**src/rtl/serial_word_comp_if.sv**
```systemverilog
// serial_word_comp_if
//   Groups the serial compare stream and its framed result bus.
//   master : drives start/abort/bit_valid/i0/i1, observes status and results
//   slave  : the comparator; consumes the stream, drives status and results
//   Ports carried:
//     start, abort, bit_valid, i0, i1          (master -> slave)
//     busy, done, eq, mismatch_cnt,
//     first_mis_idx, first_mis_vld             (slave -> master)
interface serial_word_comp_if #(
  parameter int N = 8
) ();
  localparam int IW = $clog2(N);
  localparam int CW = $clog2(N + 1);

  logic          start;
  logic          abort;
  logic          bit_valid;
  logic          i0;
  logic          i1;
  logic          busy;
  logic          done;
  logic          eq;
  logic [CW-1:0] mismatch_cnt;
  logic [IW-1:0] first_mis_idx;
  logic          first_mis_vld;

  modport master (
    output start, abort, bit_valid, i0, i1,
    input  busy, done, eq, mismatch_cnt, first_mis_idx, first_mis_vld
  );

  modport slave (
    input  start, abort, bit_valid, i0, i1,
    output busy, done, eq, mismatch_cnt, first_mis_idx, first_mis_vld
  );
endinterface

```
**src/rtl/serial_word_comp.sv**
```systemverilog
// serial_word_comp
//   Bit-serial N-bit word equality comparator. Two LSB-first bit streams are
//   compared pair by pair with the gate-level equality function; across a
//   framed word it counts mismatching pairs and remembers the index of the
//   first one. At end of frame it publishes eq / mismatch_cnt /
//   first_mis_idx / first_mis_vld and pulses done for one cycle.
//   Ports:
//     clk      : single clock, rising edge
//     reset_n  : asynchronous active-low reset
//     bus      : serial_word_comp_if.slave (stream in, status/results out)
module serial_word_comp #(
  parameter int N = 8
) (
  input  logic                clk,
  input  logic                reset_n,
  serial_word_comp_if.slave   bus
);
  localparam int IW = $clog2(N);
  localparam int CW = $clog2(N + 1);

  typedef enum logic [1:0] {
    S_IDLE = 2'd0,
    S_RUN  = 2'd1,
    S_DONE = 2'd2
  } state_t;

  state_t        state_q,     state_d;
  logic [IW-1:0] idx_q,       idx_d;
  logic [CW-1:0] cnt_q,       cnt_d;
  logic          mis_flag_q,  mis_flag_d;
  logic [IW-1:0] mis_idx_q,   mis_idx_d;
  logic          eq_q,        eq_d;
  logic [CW-1:0] res_cnt_q,   res_cnt_d;
  logic [IW-1:0] res_idx_q,   res_idx_d;
  logic          res_vld_q,   res_vld_d;

  logic bit_eq;

  // Gate-level 1-bit equality.
  always_comb begin
    bit_eq = (bus.i0 & bus.i1) | (~bus.i0 & ~bus.i1);
  end

  always_comb begin
    state_d    = state_q;
    idx_d      = idx_q;
    cnt_d      = cnt_q;
    mis_flag_d = mis_flag_q;
    mis_idx_d  = mis_idx_q;
    eq_d       = eq_q;
    res_cnt_d  = res_cnt_q;
    res_idx_d  = res_idx_q;
    res_vld_d  = res_vld_q;

    case (state_q)
      S_IDLE: begin
        // A bit presented together with start is not part of the frame.
        if (bus.start && !bus.abort) begin
          state_d    = S_RUN;
          idx_d      = '0;
          cnt_d      = '0;
          mis_flag_d = 1'b0;
          mis_idx_d  = '0;
        end
      end

      S_RUN: begin
        // Abort wins over a bit in the same cycle; published results stay.
        if (bus.abort) begin
          state_d = S_IDLE;
        end else if (bus.bit_valid) begin
          if (!bit_eq) begin
            cnt_d = cnt_q + CW'(1);
            if (!mis_flag_q) begin
              mis_flag_d = 1'b1;
              mis_idx_d  = idx_q;
            end
          end
          if (idx_q == IW'(N - 1)) begin
            // Last bit: publish using the updated running values so this
            // bit is included in the result.
            state_d   = S_DONE;
            eq_d      = (cnt_d == '0);
            res_cnt_d = cnt_d;
            res_idx_d = mis_idx_d;
            res_vld_d = mis_flag_d;
          end else begin
            idx_d = idx_q + IW'(1);
          end
        end
      end

      S_DONE: begin
        state_d = S_IDLE;
      end

      default: begin
        state_d = S_IDLE;
      end
    endcase
  end

  always_ff @(posedge clk or negedge reset_n) begin
    if (!reset_n) begin
      state_q    <= S_IDLE;
      idx_q      <= '0;
      cnt_q      <= '0;
      mis_flag_q <= 1'b0;
      mis_idx_q  <= '0;
      eq_q       <= 1'b0;
      res_cnt_q  <= '0;
      res_idx_q  <= '0;
      res_vld_q  <= 1'b0;
    end else begin
      state_q    <= state_d;
      idx_q      <= idx_d;
      cnt_q      <= cnt_d;
      mis_flag_q <= mis_flag_d;
      mis_idx_q  <= mis_idx_d;
      eq_q       <= eq_d;
      res_cnt_q  <= res_cnt_d;
      res_idx_q  <= res_idx_d;
      res_vld_q  <= res_vld_d;
    end
  end

  assign bus.busy          = (state_q == S_RUN);
  assign bus.done          = (state_q == S_DONE);
  assign bus.eq            = eq_q;
  assign bus.mismatch_cnt  = res_cnt_q;
  assign bus.first_mis_idx = res_idx_q;
  assign bus.first_mis_vld = res_vld_q;
endmodule

```
**src/flat_wrapper.sv**
```systemverilog
// flat-port wrapper written by rule: the top's interface ports become plain ports
module serial_word_comp_flat 
#(
  parameter int N = 8
)
  (clk, reset_n, bus_start, bus_abort, bus_bit_valid, bus_i0, bus_i1, bus_busy, bus_done, bus_eq, bus_mismatch_cnt, bus_first_mis_idx, bus_first_mis_vld);
  serial_word_comp_if #(.N(N)) bus_i ();
  input  logic clk;
  input  logic reset_n;
  input wire logic [$bits(bus_i.start)-1:0] bus_start;
  input wire logic [$bits(bus_i.abort)-1:0] bus_abort;
  input wire logic [$bits(bus_i.bit_valid)-1:0] bus_bit_valid;
  input wire logic [$bits(bus_i.i0)-1:0] bus_i0;
  input wire logic [$bits(bus_i.i1)-1:0] bus_i1;
  output wire logic [$bits(bus_i.busy)-1:0] bus_busy;
  output wire logic [$bits(bus_i.done)-1:0] bus_done;
  output wire logic [$bits(bus_i.eq)-1:0] bus_eq;
  output wire logic [$bits(bus_i.mismatch_cnt)-1:0] bus_mismatch_cnt;
  output wire logic [$bits(bus_i.first_mis_idx)-1:0] bus_first_mis_idx;
  output wire logic [$bits(bus_i.first_mis_vld)-1:0] bus_first_mis_vld;
  assign bus_i.start = bus_start;
  assign bus_i.abort = bus_abort;
  assign bus_i.bit_valid = bus_bit_valid;
  assign bus_i.i0 = bus_i0;
  assign bus_i.i1 = bus_i1;
  assign bus_busy = bus_i.busy;
  assign bus_done = bus_i.done;
  assign bus_eq = bus_i.eq;
  assign bus_mismatch_cnt = bus_i.mismatch_cnt;
  assign bus_first_mis_idx = bus_i.first_mis_idx;
  assign bus_first_mis_vld = bus_i.first_mis_vld;
  serial_word_comp #(.N(N)) u_core (.clk(clk), .reset_n(reset_n), .bus(bus_i));
endmodule
```
**config.mk**
```make
export PLATFORM = sky130hd
export DESIGN_NAME = serial_word_comp_flat
export DESIGN_NICKNAME = d
export VERILOG_FILES = /design/src/rtl/serial_word_comp_if.sv /design/src/rtl/serial_word_comp.sv /design/src/flat_wrapper.sv
export SDC_FILE = /design/constraint.sdc
export NUM_CORES = 1
export LEC_CHECK = 0
export CAP_MARGIN = 20
export CORE_MARGIN = 2
export CORE_UTILIZATION = 35
export DETAILED_ROUTE_END_ITERATION = 10
export SLEW_MARGIN = 5
export SYNTH_ARGS = -nofsm -noshare
export SYNTH_HDL_FRONTEND = slang
export SYNTH_SLANG_ARGS = --single-unit
```
**constraint.sdc**
```tcl
create_clock -name clk -period 2.7 [get_ports clk]
set_input_delay 0.54 -clock clk [delete_from_list [all_inputs] [get_ports clk]]
set_output_delay 0.54 -clock clk [all_outputs]
set_load 0.02 [all_outputs]
```
==> results of run 1 <==
-- kinds of logic after synthesis --
kind of cell / count (synthesis) / share of synthesized area, %
simple gates: 34 / 16.9
mux: 5 / 4.84
flops: 22 / 50.7
xor+xnor: 5 / 4.72
fa+ha+maj: 3 / 3.46
buf+inv: 3 / 3.00
compound gates: 25 / 16.4
-- cell type report --
class / count / area (um2)
inverters: 1 / 8.76
multi-input cells: 72 / 503
clock buffers: 3 / 22.5
clock inverters: 1 / 30.0
flip-flops and latches: 22 / 551
well taps: 33 / 41.3
fillers: 300 / 1670
repair buffers: 18 / 178
-- synth_stat cells, types with 2 or more instances --
library cell	count
mux2i_1	3
nor2_2	2
a21oi_2	2
a22o_1	6
o21ai_0	4
mux2_2	2
a21oi_1	5
nand2_1	11
o31ai_1	2
nor2_1	10
ha_1	3
xor2_1	3
dfrtp_1	22
-- worst max-delay path: stages, from the launching register on --
cell and delay, ps:
dfrtp_1 470, nor2b_4 160, clkdlybuf4s50_1 610
-- metal layers --
metal  routed length [um]  part of all wire (%)
met1                  915                    47
met2                  979                    50
met3                   63                   3.2
met4                    0                     0
met5                    0                     0
-- cells in the final DEF, fill, tap and decap left out, drive strengths merged, types with 2 or more instances in the layout --
cell / synthesis / routed
dfrtp: 22 / 22
clkdlybuf4s50: 0 / 17
nor2: 12 / 12
nand2: 11 / 11
a21oi: 7 / 7
a22o: 6 / 6
o21ai: 4 / 4
xor2: 4 / 4
mux2i: 3 / 3
ha: 3 / 3
clkbuf: 1 / 3
o31ai: 2 / 2
mux2: 2 / 2
-- power groups by stage --
stage / Clock (W) / Combinational, W / Sequential, W
3_3_place_gp: 0 / 0.0000972 / 0.000368
6_report: 0.000252 / 0.0000981 / 0.000363
2_1_floorplan: 0 / 0.0000635 / 0.000365
3_5_place_dp: 0 / 0.000100 / 0.000369
5_1_grt: 0.000272 / 0.000111 / 0.000366
4_1_cts: 0.000261 / 0.000100 / 0.000363
-- registers in the layout, summed over array words and instances (netlist names) --
signal	count
u_core.state_q	2
u_core.idx_q	3
u_core.mis_idx_q	3
u_core.bus.first_mis_idx	3
u_core.bus.eq	1
u_core.bus.mismatch_cnt	4
u_core.mis_flag_q	1
u_core.bus.first_mis_vld	1
u_core.cnt_q	4
-- worst paths after layout --
check | startpoint | endpoint | slack (ps) | cells after the start
worst min-delay path | u_core.bus.mismatch_cnt[0] | u_core.bus.mismatch_cnt[0] | 520 | 1
worst max register to register | u_core.idx_q[1] | u_core.bus.eq | 970 | 6
worst min register to register | u_core.bus.mismatch_cnt[0] | u_core.bus.mismatch_cnt[0] | 520 | 1
max in group asynchronous | reset_n | u_core.bus.first_mis_idx[1] | 1910 | 2
worst max-delay path | u_core.state_q[1] | bus_busy | 620 | 2
min in group asynchronous | reset_n | u_core.bus.mismatch_cnt[3] | 550 | 2
-- stage by stage --
step,hold WS [ps],std cells
CTS,520,150
global route,537,150
global placement,485,146
detailed placement,487,146
finish,519,150
floorplan,244,97
==> run metrics, run 1 <==
status finished clean; max_cap viols 0; gr usage total 12.9%; Initial DRT Pass Iterations 4; Setup Buffers After CTS 0; total grt overflow 0; global-route wire length before repair 3480 um; Worst Skew 18.3 ps; H-tree depth 1; Die Wd 59.7 um; final instance area 0.00133 mm2; Setup-failing EPs final 0; routed via count 767; Seq/Total Area, Yosys 50.7%; clk sink count 22; Fin Setup TNS 0 ps; ANT cells 0; flops & latches, synth 22; Net Sw Frac 23.7%; critical path class reg -> out; met1 GRT Util 16.5%; GPL Wtd Cong 0.717; CTS Buf Count 3; Nets 128; CTS tree done; initial antenna violation count 0; top cell type by total area after synthesis dfrtp_1; ys async rst share 100%; Peak VDD IR 0.384 mV; post-route ant nets 0; RSZ-0062 raised after global routing no; syn nets 107; Comb power frac 13.8%; DR iter-0 viols 11; num ports 18; post-synth top area share 50.7%; P_int 0.000544 W; crit share post-route 77.1%; dpl ws 494 ps; final worst slack 618 ps; Hold Vio Cnt, Final 0; Critical Path End Type output pin; Die Footprint 0.00356 mm2; switching pwr 0.000169 W; PnR Total Power 0.000712 W; GR met3 Demand/Resource 4.55%; Post-Syn Area 0.00109 mm2; Die Ht 59.7 um; Gate Count Post-Synth 97; Core ar. 0.00300 mm2; fmax 0.480 GHz; min Tclk post-route 2080 ps; remaining routing DRC violations 0; Routed wire per std cell 13.1 um; Slew HR 74.2%; Bufs on Longest Clock Path 2; Clk pin slew, worst setup/hold paths 130 ps; Layout Utilization 44.4%; leak pwr 0.602 nW; input/output buffers 17; vias in the first global route 821; Post-DP HPWL 1510 um; placed instance area 0.00128 mm2; Worst Hold Class reg -> reg; Worst-Skew Late Latency 320 ps; worst endpoint data arrival time 1540 ps; final WL 1960 um; Core Rows 20; post-cts repair resize count 0; largest net degree at the start of global routing 23; Worst EP required 2160 ps; synth warn 0; share of post-route cells with drive strength above 1 14.5%; CP max FO 6; Synth Flop Type dfrtp_1; Initial Utilization 36.2%; sequential power share 50.9%; GR Util met2 22.0%; Clk pwr share 35.3%; top cells by area in the synthesized netlist dfrtp_1 51%, a22o_1 4.8%, nand2_1 3.8%; EDFF count, synth 0; CP startpoint kind flip-flop; Worst Max-Slew Pin Slew 384 ps; Root Buffer Master clkbuf_4; max-slew violation count 0; Avg Inst Size Synth 11.2 um2; Cell variety after synth 35; cts hold-fix bufs 0; pwr dens 534 mW/mm2; via/cell ratio 5.11; GRT busiest layer met2; area grow syn2layout 22.8%
(Power assumes the default switching activity.)
==> run 2, diff against run 1 <==
- clock period: 2.7 -> 1.98 ns (I/O delays scaled with it)
==> run 2 against run 1 <==
Compared with the run above: critical path depth rose by 4; global-route usage grew 0.21 points; sequential share of layout area fell by 0.56 points; wire length grew 4.9%; sequential power grew 36%; register-to-register slack got worse by 720 ps; setup slack got worse by 370 ps; count of clock-buffer cells in the layout stayed put; via count up 1.3%; critical endpoint is now u_core.bus.eq; largest cell class unchanged.
==> run metrics, run 2 (synthesized netlist as in run 1, its figures left out) <==
CTS tree done; Worst Setup EP u_core.bus.eq; Worst Hold Class in -> async; critical path class reg -> reg; Critical Path Most Common Cell ha_1; Die Wd 59.7 um; r2r setup slk 250 ps; cts hold-fix bufs 0; Critical Path End Type flip-flop; min Tclk post-route 1730 ps; remaining routing DRC violations 0; area grow syn2layout 24.8%; CTS Buf Count 3; Fillers 291; Worst EP required 2190 ps; RSZ-0062 raised after global routing no; Slew HR 77.1%; status finished clean; placed instance area 0.00133 mm2; Die Ht 59.7 um; Hold Vio Cnt, Final 0; Worst Skew 6.21 ps; Initial DRT Pass Iterations 3; via/cell ratio 5.01; initial antenna violation count 0; Die Footprint 0.00356 mm2; Worst R2R End u_core.bus.eq; fmax 0.579 GHz; Root Buffer Master clkbuf_4; global-route wire length before repair 3530 um; GPL Wtd Cong 0.698; final instance area 0.00136 mm2; Setup crit start u_core.idx_q[0]; clk sink count 22; Bufs on Longest Clock Path 2; max_cap viols 0; total grt overflow 0; post-route ant nets 0; final WL 2050 um; Core ar. 0.00300 mm2; Reg2Reg Depth 6; num ports 18; Core Rows 20; worst endpoint data arrival time 1940 ps; largest net degree at the start of global routing 23; Cell Chain, Critical Path ha_1 > ha_1 > nand2_1 > or3b_4 > and2_0 > a31o_1; slowest stage cell on the critical path or3b_4; CP max FO 4; H-tree depth 1; Initial Utilization 36.2%; DR iter-0 viols 10; # placed instances 152; Worst Max-Slew Pin Slew 340 ps; Nets 134; vias in the first global route 794; routed via count 777; most common cell after layout, fill and taps aside dfrtp_1; input/output buffers 17; Post-DP HPWL 1550 um; Clk pin slew, worst setup/hold paths 120 ps; Setup-failing EPs final 0; reg2reg start u_core.idx_q[0]; ANT cells 0; highest-count cells in the layout ignoring fill and taps 21 x dfrtp_1, 15 x clkdlybuf4s50_1, 11 x nand2_1; Crit path largest cell delay 440 ps; leak pwr 0.647 nW; Post-Layout Cell Count 155; Routed wire per std cell 13.3 um; pwr dens 622 mW/mm2; Fin Setup TNS 0 ps; CP startpoint kind flip-flop; share of post-route cells with drive strength above 1 18.9%; Peak VDD IR 0.381 mV; gr usage total 13.1%; crit share post-route 87.3%; Worst-Skew Late Latency 310 ps; max-slew violation count 0
[run 2: cell types whose count changed in the layout (fill, tap and decap cells not counted)]
cell,change
dfrtp_1,-1
clkdlybuf4s50_1,-2
dlymetal6s2s_1,+2
dfrtp_2,+1
buf_4,+6
bufinv_16,-1
[run 2: worst max-delay path, delay by kind of cell, from the launching register on]
family,cells,cell delay (ps)
AOI/OAI and AO/OA,1,180
DFF,1,410
adders and majority gates,2,350
and+or+nand+nor,3,690
[run 2: what timing repair did]
| item | in CTS | in global routing |
|---|---|---|
| setup endpoints to repair | 0 | 2 |
| setup buffers | 0 | 0 |
| resized for setup | 0 | 3 |
[run 2: through the flow]
stage / utilization, % / hold WS, ps / setup slack (ps) / total power [W]
3_5_place_dp: 44.2 / 488 / 48.7 / 0.000651
5_1_grt: 45.1 / 430 / 119 / 0.000890
2_1_floorplan: - / 100 / 368 / 0.000585
3_3_place_gp: 44.2 / 485 / 68.9 / 0.000648
6_report: 45.1 / 425 / 252 / 0.000843
4_1_cts: 44.9 / 432 / 1.58 / 0.000853
[run 2: how the worst min path moves through the flow]
stage          cells past startpoint           startpoint  slack (ps)                         end
6_report                           2              reset_n         420             u_core.cnt_q[3]
3_5_place_dp                       1  u_core.mis_idx_q[2]         490         u_core.mis_idx_q[2]
2_1_floorplan                      0              reset_n         100               u_core.bus.eq
3_3_place_gp                       1  u_core.mis_idx_q[1]         490         u_core.mis_idx_q[1]
4_1_cts                            2              reset_n         430  u_core.bus.mismatch_cnt[3]
5_1_grt                            2              reset_n         430             u_core.cnt_q[3]
[run 2: routing by layer]
layer | wire length [um] | vias up | global-route usage [%] | share of wire, %
met1 | 958 | 363 | 16.6 | 47
met3 | 72 | 0 | 4.55 | 3.5
met2 | 1020 | 10 | 22.7 | 50
met5 | 0 | - | 0 | 0
met4 | 0 | 0 | 0.952 | 0
li1 | - | 404 | - | -
[run 2: power breakdown]
group	internal, W	switching (W)	total (W)
Combinational	0.0000764	0.0000694	0.000146
Clock	0.0000711	0.000132	0.000203
Sequential	0.000470	0.0000236	0.000494
Total	0.000618	0.000225	0.000843
[run 2: layout make-up]
type,instances,area (um2),area share [%]
multi-input combinational,72,503,37.1
timing repair buffer,24,228,16.8
sequential,22,552,40.7
tap,33,41.3,3.05
inverter,1,8.76,0.646
clock buffer,3,22.5,1.66
